### src/rtl/keypad_scan_decoder_pkg.sv
// Shared types and keymap for the 4x4 matrix keypad scanner.
// Keymap is indexed {row,col}, col 0 being the leftmost column.
package keypad_pkg;

  typedef enum logic [1:0] {
    IDLE,
    PRESS_CHK,
    HELD,
    RELEASE_CHK
  } kp_state_t;

  typedef enum logic [1:0] {
    NONE,
    SINGLE,
    MULTI
  } kp_class_t;

  localparam logic [3:0] KEYMAP [16] = '{
    4'h1, 4'h2, 4'h3, 4'hA,
    4'h4, 4'h5, 4'h6, 4'hB,
    4'h7, 4'h8, 4'h9, 4'hC,
    4'h0, 4'hF, 4'hE, 4'hD
  };

endpackage

### src/rtl/keypad_scan_decoder_if.sv
// Keypad pins plus decoded key outputs.
// master: the scanner; slave: keypad/user side.
interface keypad_if;
   logic [3:0] row;
   logic [3:0] col;
   logic [3:0] key_code;
   logic       key_valid;
   logic       key_held;

   modport master (
      input  row,
      output col,
      output key_code,
      output key_valid,
      output key_held
   );

   modport slave (
      output row,
      input  col,
      input  key_code,
      input  key_valid,
      input  key_held
   );
endinterface

### src/rtl/keypad_scan_decoder_tick_gen.sv
// Column-step divider: one-clk tick every SCAN_DIV clks.
module keypad_tick_gen #(
   parameter int SCAN_DIV = 100000
) (
   input  logic clk,
   input  logic reset,
   output logic tick
);
   localparam int CW = $clog2(SCAN_DIV);
   localparam logic [CW-1:0] LAST = CW'(SCAN_DIV - 1);

   logic [CW-1:0] cnt;

   assign tick = (cnt == LAST);

   always_ff @(posedge clk) begin
      if (reset)
         cnt <= '0;
      else if (tick)
         cnt <= '0;
      else
         cnt <= cnt + 1'b1;
   end
endmodule

### src/rtl/keypad_scan_decoder.sv
// 4x4 keypad column scanner with frame-based debounce and hex decode.
module keypad_scan_decoder
   import keypad_pkg::*;
#(
   parameter int SCAN_DIV        = 100000,
   parameter int DEBOUNCE_FRAMES = 4
) (
   input  logic      clk,
   input  logic      reset,
   keypad_if.master  kp
);
   localparam int DW = $clog2(DEBOUNCE_FRAMES + 1);
   localparam logic [DW-1:0] DF_M1 = DW'(DEBOUNCE_FRAMES - 1);

   logic            tick;
   logic [3:0]      row_s1;
   logic [3:0]      row_s2;
   logic [1:0]      col_idx;
   logic [3:0][3:0] snap;
   logic [3:0][3:0] frame_snap;
   logic            frame_end;
   logic [4:0]      nkeys;
   logic [3:0]      k_sel;
   kp_class_t       cls;
   kp_state_t       state;
   logic [DW-1:0]   dcnt;
   logic [3:0]      cand;
   logic [3:0]      key_code;
   logic            key_valid;

   keypad_tick_gen #(.SCAN_DIV(SCAN_DIV)) u_tick (
      .clk   (clk),
      .reset (reset),
      .tick  (tick)
   );

   assign kp.col       = ~(4'b0001 << col_idx);
   assign kp.key_code  = key_code;
   assign kp.key_valid = key_valid;
   assign kp.key_held  = (state == HELD) || (state == RELEASE_CHK);
   assign frame_end    = tick && (col_idx == 2'd3);

   always_ff @(posedge clk) begin
      if (reset) begin
         row_s1  <= 4'hF;
         row_s2  <= 4'hF;
         col_idx <= 2'd0;
         snap    <= '1;
      end else begin
         row_s1 <= kp.row;
         row_s2 <= row_s1;
         if (tick) begin
            snap[col_idx] <= row_s2;
            col_idx       <= col_idx + 2'd1;
         end
      end
   end

   // Column 3 is classified from the live sample taken on this tick.
   always_comb begin
      frame_snap    = snap;
      frame_snap[3] = row_s2;
      nkeys         = '0;
      k_sel         = '0;
      for (int r = 0; r < 4; r++) begin
         for (int c = 0; c < 4; c++) begin
            if (!frame_snap[c][r]) begin
               nkeys = nkeys + 5'd1;
               k_sel = KEYMAP[{r[1:0], c[1:0]}];
            end
         end
      end
      if (nkeys == 5'd0)
         cls = NONE;
      else if (nkeys == 5'd1)
         cls = SINGLE;
      else
         cls = MULTI;
   end

   always_ff @(posedge clk) begin
      if (reset) begin
         state     <= IDLE;
         dcnt      <= '0;
         cand      <= '0;
         key_code  <= '0;
         key_valid <= 1'b0;
      end else begin
         key_valid <= 1'b0;
         if (frame_end) begin
            case (state)
               IDLE: begin
                  if (cls == SINGLE) begin
                     if (DEBOUNCE_FRAMES == 1) begin
                        state     <= HELD;
                        key_code  <= k_sel;
                        key_valid <= 1'b1;
                        dcnt      <= '0;
                     end else begin
                        state <= PRESS_CHK;
                        cand  <= k_sel;
                        dcnt  <= DW'(1);
                     end
                  end
               end
               PRESS_CHK: begin
                  if (cls == SINGLE && k_sel == cand) begin
                     if (dcnt == DF_M1) begin
                        state     <= HELD;
                        key_code  <= cand;
                        key_valid <= 1'b1;
                        dcnt      <= '0;
                     end else begin
                        dcnt <= dcnt + 1'b1;
                     end
                  end else begin
                     state <= IDLE;
                     dcnt  <= '0;
                  end
               end
               HELD: begin
                  if (cls == NONE) begin
                     if (DEBOUNCE_FRAMES == 1) begin
                        state <= IDLE;
                        dcnt  <= '0;
                     end else begin
                        state <= RELEASE_CHK;
                        dcnt  <= DW'(1);
                     end
                  end
               end
               RELEASE_CHK: begin
                  if (cls == NONE) begin
                     if (dcnt == DF_M1) begin
                        state <= IDLE;
                        dcnt  <= '0;
                     end else begin
                        dcnt <= dcnt + 1'b1;
                     end
                  end else begin
                     state <= HELD;
                     dcnt  <= '0;
                  end
               end
               default: begin
                  state <= IDLE;
                  dcnt  <= '0;
               end
            endcase
         end
      end
   end
endmodule

### src/flat_wrapper.sv
// flat-port wrapper written by rule: the top's interface ports become plain ports
module keypad_scan_decoder_flat import keypad_pkg::*;
#(
   parameter int SCAN_DIV        = 100000,
   parameter int DEBOUNCE_FRAMES = 4
)
  (clk, reset, kp_row, kp_col, kp_key_code, kp_key_valid, kp_key_held);
  keypad_if kp_i ();
  input  logic clk;
  input  logic reset;
  input wire logic [$bits(kp_i.row)-1:0] kp_row;
  output wire logic [$bits(kp_i.col)-1:0] kp_col;
  output wire logic [$bits(kp_i.key_code)-1:0] kp_key_code;
  output wire logic [$bits(kp_i.key_valid)-1:0] kp_key_valid;
  output wire logic [$bits(kp_i.key_held)-1:0] kp_key_held;
  assign kp_i.row = kp_row;
  assign kp_col = kp_i.col;
  assign kp_key_code = kp_i.key_code;
  assign kp_key_valid = kp_i.key_valid;
  assign kp_key_held = kp_i.key_held;
  keypad_scan_decoder #(.SCAN_DIV(SCAN_DIV), .DEBOUNCE_FRAMES(DEBOUNCE_FRAMES)) u_core (.clk(clk), .reset(reset), .kp(kp_i));
endmodule
### config.mk
export PLATFORM = sky130hd
export DESIGN_NAME = keypad_scan_decoder_flat
export DESIGN_NICKNAME = d
export VERILOG_FILES = /design/src/rtl/keypad_scan_decoder_pkg.sv /design/src/rtl/keypad_scan_decoder_if.sv /design/src/rtl/keypad_scan_decoder_tick_gen.sv /design/src/rtl/keypad_scan_decoder.sv /design/src/flat_wrapper.sv
export SDC_FILE = /design/constraint.sdc
export NUM_CORES = 1
export LEC_CHECK = 0
export BUFFER_PORTS_ARGS = -buffer_cell sky130_fd_sc_hd__buf_2
export CORE_MARGIN = 3
export CORE_UTILIZATION = 60
export CTS_CLUSTER_SIZE = 40
export DETAILED_ROUTE_END_ITERATION = 8
export MAX_ROUTING_LAYER = met4
export PLACE_DENSITY = 0.77
export SYNTH_ARGS = -nofsm -noshare
export SYNTH_HDL_FRONTEND = slang
export SYNTH_HIERARCHICAL = 1
export SYNTH_SLANG_ARGS = --single-unit
### constraint.sdc
create_clock -name clk -period 15.1 [get_ports clk]
set_input_delay 4.53 -clock clk [delete_from_list [all_inputs] [get_ports clk]]
set_output_delay 4.53 -clock clk [all_outputs]
set_load 0.01 [all_outputs]
* Yosys cells after proc, flatten, opt, wreduce, memory -nomap -nowiden
Index checks and enable logic that the tools add are counted.
Word-level totals: input port bits 6, output and inout bits 10, logic and storage cells 115, register bits after elaboration 57
Cells by class: mux-type cells 51, shifts and indexed selects 1, $lt $le $gt $ge 2, bitwise logic cells 4, reduce and logical (&&, ||, !) cells 13, add/sub/neg operators 18, eq/ne operators 13
Operators by type and width (number):
- $mux 5 | 15
- $add 5x1->5 const B | 14
- $mux 4 | 14
- $mux 2 | 10
- $add 17x1->17 const B | 1
- $eq 17x17->1 const B | 1
- $bwmux 16 | 1
- $mux 3 | 5
- $pmux 3 s4 | 1
- $demux 4 s2 | 1
- $pmux 2 s4 | 1
- $eq 2x2->1 const B | 3
- $ne 3x3->1 const B | 2
- $reduce_and 3->1 | 2
- $eq 5x1->1 const B | 1
- $logic_not 5->1 | 1
- $reduce_and 5->1 | 1
- $eq 2x1->1 const B | 2
- $eq 4x4->1 | 1
- $logic_not 2->1 | 2
- $not 4->4 | 1
- $reduce_and 4->1 | 1
- $reduce_or 4->1 | 1
- $shl 1x2->4 const A | 1
- 13 further kinds | 19

* Longest topological paths before layout
depth in word-level cells 38, depth in mapped cells 53, gate-level depth less buffers 51

* Modules after synthesis
Netlist, hierarchy kept.
By module, submodules not included:
- keypad_scan_decoder | cells each 421, area an instance 3512.1 µm², instances 1, sequential area each 720.7 µm²
- keypad_tick_gen | cells each 86, area an instance 762.0 µm², instances 1, sequential area each 340.3 µm²

* Worst setup path after synthesis
OpenSTA, ideal clock, no wires.
path type register to register, start reg u_core.snap (netlist bit u_core/frame_snap[4]), end reg u_core.key_code[0], in the netlist u_core/kp.key_code[0], required time 14980 ps, buffers on the path 2, stages on the path, launching flop included 53, clock period less this slack 9243 ps, setup time 120 ps, slack 5857 ps, arrival 9123 ps, cells stage by stage dfxtp_1 inv_1 ha_1 xnor2_4 ha_1 nand2b_1 nand2_1 ha_1 nor2b_1 a21o_1 ha_1 nand2b_1 o41a_1 nand2_1 ha_1 nor2_1 a31oi_1 ha_1 (+17 left out) ha_1 o21ai_0 nand2_1 ha_1 nor2_1 a31oi_1 ha_1 nor2b_1 a21o_1 ha_1 xnor2_1 o32ai_2 nor3b_1 and4_1 nor2_2 or3_1 buf_2 mux2i_1
Between the ends: word-level cells in the longest chain between the ends 35, elaborated cells on any way between the ends 52, those cells by class add/sub (14); eq/ne (3); mux (32); reduce/logical (3)
Ends and longest elaborated chain:
- start, declared | RTL line keypad_scan_decoder.sv:19 | logic [3:0][3:0] snap;
- start signal, assigned by index | RTL line keypad_scan_decoder.sv:53 | snap[col_idx] <= row_s2;
- $mux 5 | RTL line keypad_scan_decoder.sv:67 | if (!frame_snap[c][r]) begin
- $add 5x1->5 | RTL line keypad_scan_decoder.sv:68 | nkeys = nkeys + 5'd1;
- $mux 5 | RTL line keypad_scan_decoder.sv:67
- $add 5x1->5 | RTL line keypad_scan_decoder.sv:68
- $mux 5 | RTL line keypad_scan_decoder.sv:67
- $add 5x1->5 | RTL line keypad_scan_decoder.sv:68
- $mux 5 | RTL line keypad_scan_decoder.sv:67
- $add 5x1->5 | RTL line keypad_scan_decoder.sv:68
- (+19 left out)
- $add 5x1->5 | RTL line keypad_scan_decoder.sv:68
- $mux 5 | RTL line keypad_scan_decoder.sv:67
- $eq 5x1->1 | RTL line keypad_scan_decoder.sv:75 | else if (nkeys == 5'd1)
- $mux 2 | RTL line keypad_scan_decoder.sv:75
- $mux 2 | RTL line keypad_scan_decoder.sv:73 | if (nkeys == 5'd0)
- $eq 2x1->1 | RTL line keypad_scan_decoder.sv:107 | if (cls == SINGLE && k_sel == cand) begin
- $logic_and 1x1->1 (*) | RTL line keypad_scan_decoder.sv:107
- $reduce_and 4->1 (no line) (*)
- end signal, assigned | RTL line keypad_scan_decoder.sv:96 | key_code <= k_sel;
- end signal, assigned | RTL line keypad_scan_decoder.sv:110 | key_code <= cand;
- end, declared | RTL line keypad_scan_decoder.sv:28 | logic [3:0] key_code;
Every way passes the cells marked *; elsewhere a longest branch is shown, timed or not. A chain may end at the register's enable or synchronous reset.

* Worst setup path after layout
Same ends and word-level chain as after synthesis.

==> results.yml <==
outcome:
  status: "finished, final reports clean"
layout:
  final_design_area_no_fill_um2: 4440
  antennaDiodeCount: 0
  fillerInstances: 582
  final_common_cell: "dfxtp_1"
  drive_gt1_frac: 0.107
  layout_common_cells: "53 x dfxtp_1, 48 x nor2_1, 39 x nand2_1"
  syn2layout_area_growth_pct: 3.98
  multi_input_area_um2: 3020
  seq_area_um2: 1060
  nNetsFinal: 533
clocking:
  postCtsSetupRepairBufs: 0
  cts_tree: "done"
  cts.path.max_buffers: 2
  cts_buffers: 5
  root_buffer: "clkbuf_8"
  clock_latency_ps: 310
  h-tree-depth: 2
  cts.clk_slew.worst_paths_ps: 100
  hold_buffers: 0
  cts.sinks: 53
  cts-resized-gates: 0
synthesis:
  avgSynthCellArea_um2: 8.43
  synth_edf_count: 0
  synth-xor-area-share: 0.172
  syn-instance-count: 507
  synth_compound_area_frac: 0.165
  async_reset_ff_frac: 0
  ys_ff_latch: 53
  synthMuxAreaShare: 0.0261
  yosys.cell_types.count: 77
  synth_area_um2: 4270
  ys_warn_count: 6
  synth_top_family_by_area: "simple AND/OR/NAND/NOR gates"
  syn_nets: 535
  synthFlopType: "dfxtp_1"
  ys_seq_area_frac: 0.248
  synthAdderAreaFrac: 0.0644
  synthSimpleGateAreaFrac: 0.278
worst_hold_path:
  hold_path_class: "flop to flop"
  hold_start: "u_core/row_s1[1]"
placed_design:
  post-dp-hpwl_um: 6410
  place_area_um2: 4360
  numPortBuffers: 15
  gp_congestion: 0.879
critical_path:
  worst_r2r_endpoint: "u_core/kp.key_code[0]"
  cp-endpoint: "u_core/kp.key_code[0]"
  slowest_stage: "or3_1"
  reg2reg_from: "u_core/frame_snap[4]"
  worstRegToRegCells: 50
  endpoint_kind: "flop"
  slowest_delay_ps: 510
  critPathKind: "flop to flop"
  ff2ff_setup_slack_ps: 4940
  start_kind: "flop"
  crit_required_ps: 15330
  crit_start: "u_core/frame_snap[4]"
  critPathMaxFanout: 5
  cpMostUsedCell: "ha_1"
  arrival_ps: 10390
timing:
  setup_viol: 0
  timing.setup.tns_ps: 0
  drv_slew: 0
  rsz0062_at_grt: "no"
  relSlewSlack: 0.578
  finalCritPeriodShare: 0.673
  skew_ps: 7.06
  worst_pin_slew_ps: 633
  hold_viol_final: 0
  clock.fmax_mhz: 98.4
  min_period_ps: 10160
drt:
  wl_um: 8500
  drt_iter0_drc: 258
  dr.pass1.iters: 5
  drtAntennaViolNets: 0
  vias: 3544
  drcViolationCount: 0
  wl_per_cell_um: 14.1
  routed_via_density: 5.89
global_route:
  grt_max_degree: 45
  antenna_found_initial: 0
  grt_first_pass_wirelength_um: 14600
  grt_pass1_vias: 3286
  grt.overflow.total: 0
  grt_usage: 0.216
floorplan:
  fp.dieW_um: 90.4
  ios: 16
  start_util: 0.622
  rows: 30
  fp.coreArea_um2: 6870
  design.die.area_um2: 8170
  dieHeight_um: 90.4
job:
  drv_cap: 0
power:
  leakage_uw: 0.00188
  ir_worst_vdd_mv: 0.0659
  p_per_area_nw_per_um2: 55.8
  fin_total_pwr_uw: 248
-- cell type report --
| type | count | area share |
|---|---|---|
| inverter | 21 | 0.0177 |
| clock inverter | 2 | 0.00310 |
| timing repair buffer | 16 | 0.0186 |
| multi-input combinational | 408 | 0.678 |
| sequential | 53 | 0.239 |
| clock buffer | 6 | 0.0163 |
| tap | 96 | 0.0270 |
-- how the worst min path moves through the flow --
| stage | cells after the start | slack, ps | endpoint |
|---|---|---|---|
| 2_1_floorplan | 1 | 390 | u_core/row_s2[0] |
| 3_3_place_gp | 1 | 390 | u_core/row_s2[2] |
| 3_5_place_dp | 1 | 400 | u_core/row_s2[1] |
| 4_1_cts | 1 | 410 | u_core/row_s2[1] |
| 5_1_grt | 1 | 430 | u_core/row_s2[0] |
| 6_report | 1 | 410 | u_core/row_s2[1] |
-- through the flow --
step	cells	utilization	hold slack, ps	worst slack (ps)
4_1_cts	602	0.647	413	4970
2_1_floorplan	507	-	389	5860
3_3_place_gp	594	0.634	392	5470
5_1_grt	602	0.647	429	4070
3_5_place_dp	594	0.634	397	5040
6_report	602	0.647	410	4940
-- Yosys cell counts, drive strengths merged, types with 3 or more instances --
cell | number | share of area
dfxtp | 53 | 0.25
nor2 | 49 | 0.044
nand2 | 39 | 0.034
xnor2 | 39 | 0.090
ha | 22 | 0.064
nand2b | 22 | 0.032
inv | 21 | 0.018
clkbuf | 19 | 0.017
o21ai | 18 | 0.021
xor2 | 18 | 0.039
nor2b | 16 | 0.023
or2 | 14 | 0.020
a211o | 13 | 0.027
nand3 | 12 | 0.014
and3 | 11 | 0.016
nor4 | 11 | 0.018
a21oi | 10 | 0.013
mux2i | 10 | 0.023
nand4 | 10 | 0.015
nor3 | 8 | 0.012
a31oi | 6 | 0.0088
buf | 6 | 0.011
a211oi | 5 | 0.0088
a21o | 5 | 0.0088
xnor3 | 5 | 0.027
o22ai | 4 | 0.0059
or3 | 4 | 0.0059
nand3b | 3 | 0.0053
o211a | 3 | 0.0070
o21a | 3 | 0.0053
o32ai | 3 | 0.0079
xor3 | 3 | 0.017
-- registers in the layout, indices dropped and copies added (netlist names) --
name / count
u_core/kp.key_valid: 1
u_core/kp.key_code: 4
u_core/u_tick/cnt: 17
u_core/frame_snap: 12
u_core/col_idx: 2
u_core/row_s1: 4
u_core/cand: 4
u_core/state: 2
u_core/dcnt: 3
u_core/row_s2: 4
-- per-layer routing --
metal,track usage,wire length [µm],up-vias
met5,-,0,-
met2,0.339,3960,64
met3,0.0308,331,10
li1,-,-,1796
met1,0.292,4120,1674
met4,0.0599,91,0
-- where the power goes --
group	total, µW	internal [µW]	switching, µW
clock network	80.3	33.2	47.2
registers	144	141	2.24
logic	24.3	10.8	13.4
total	248	185	62.8
-- worst max-delay path, delay by kind of cell (launching register included) --
family | cells | cell delay (ps)
XOR/XNOR | 4 | 850
AO/OA/AOI/OAI | 12 | 2210
buffers and inverters | 1 | 60
multiplexers | 1 | 220
adder cells (fa/ha/maj) | 13 | 3680
flip-flops | 1 | 410
AND/OR/NAND/NOR | 19 | 2650
-- cell families after synthesis --
family	count (synthesis)
AO/OA/AOI/OAI	94
adder cells (fa/ha/maj)	22
AND/OR/NAND/NOR	216
multiplexers	11
flip-flops	53
XOR/XNOR	65
buffers and inverters	46
Power figures use the tool's default switching activity.
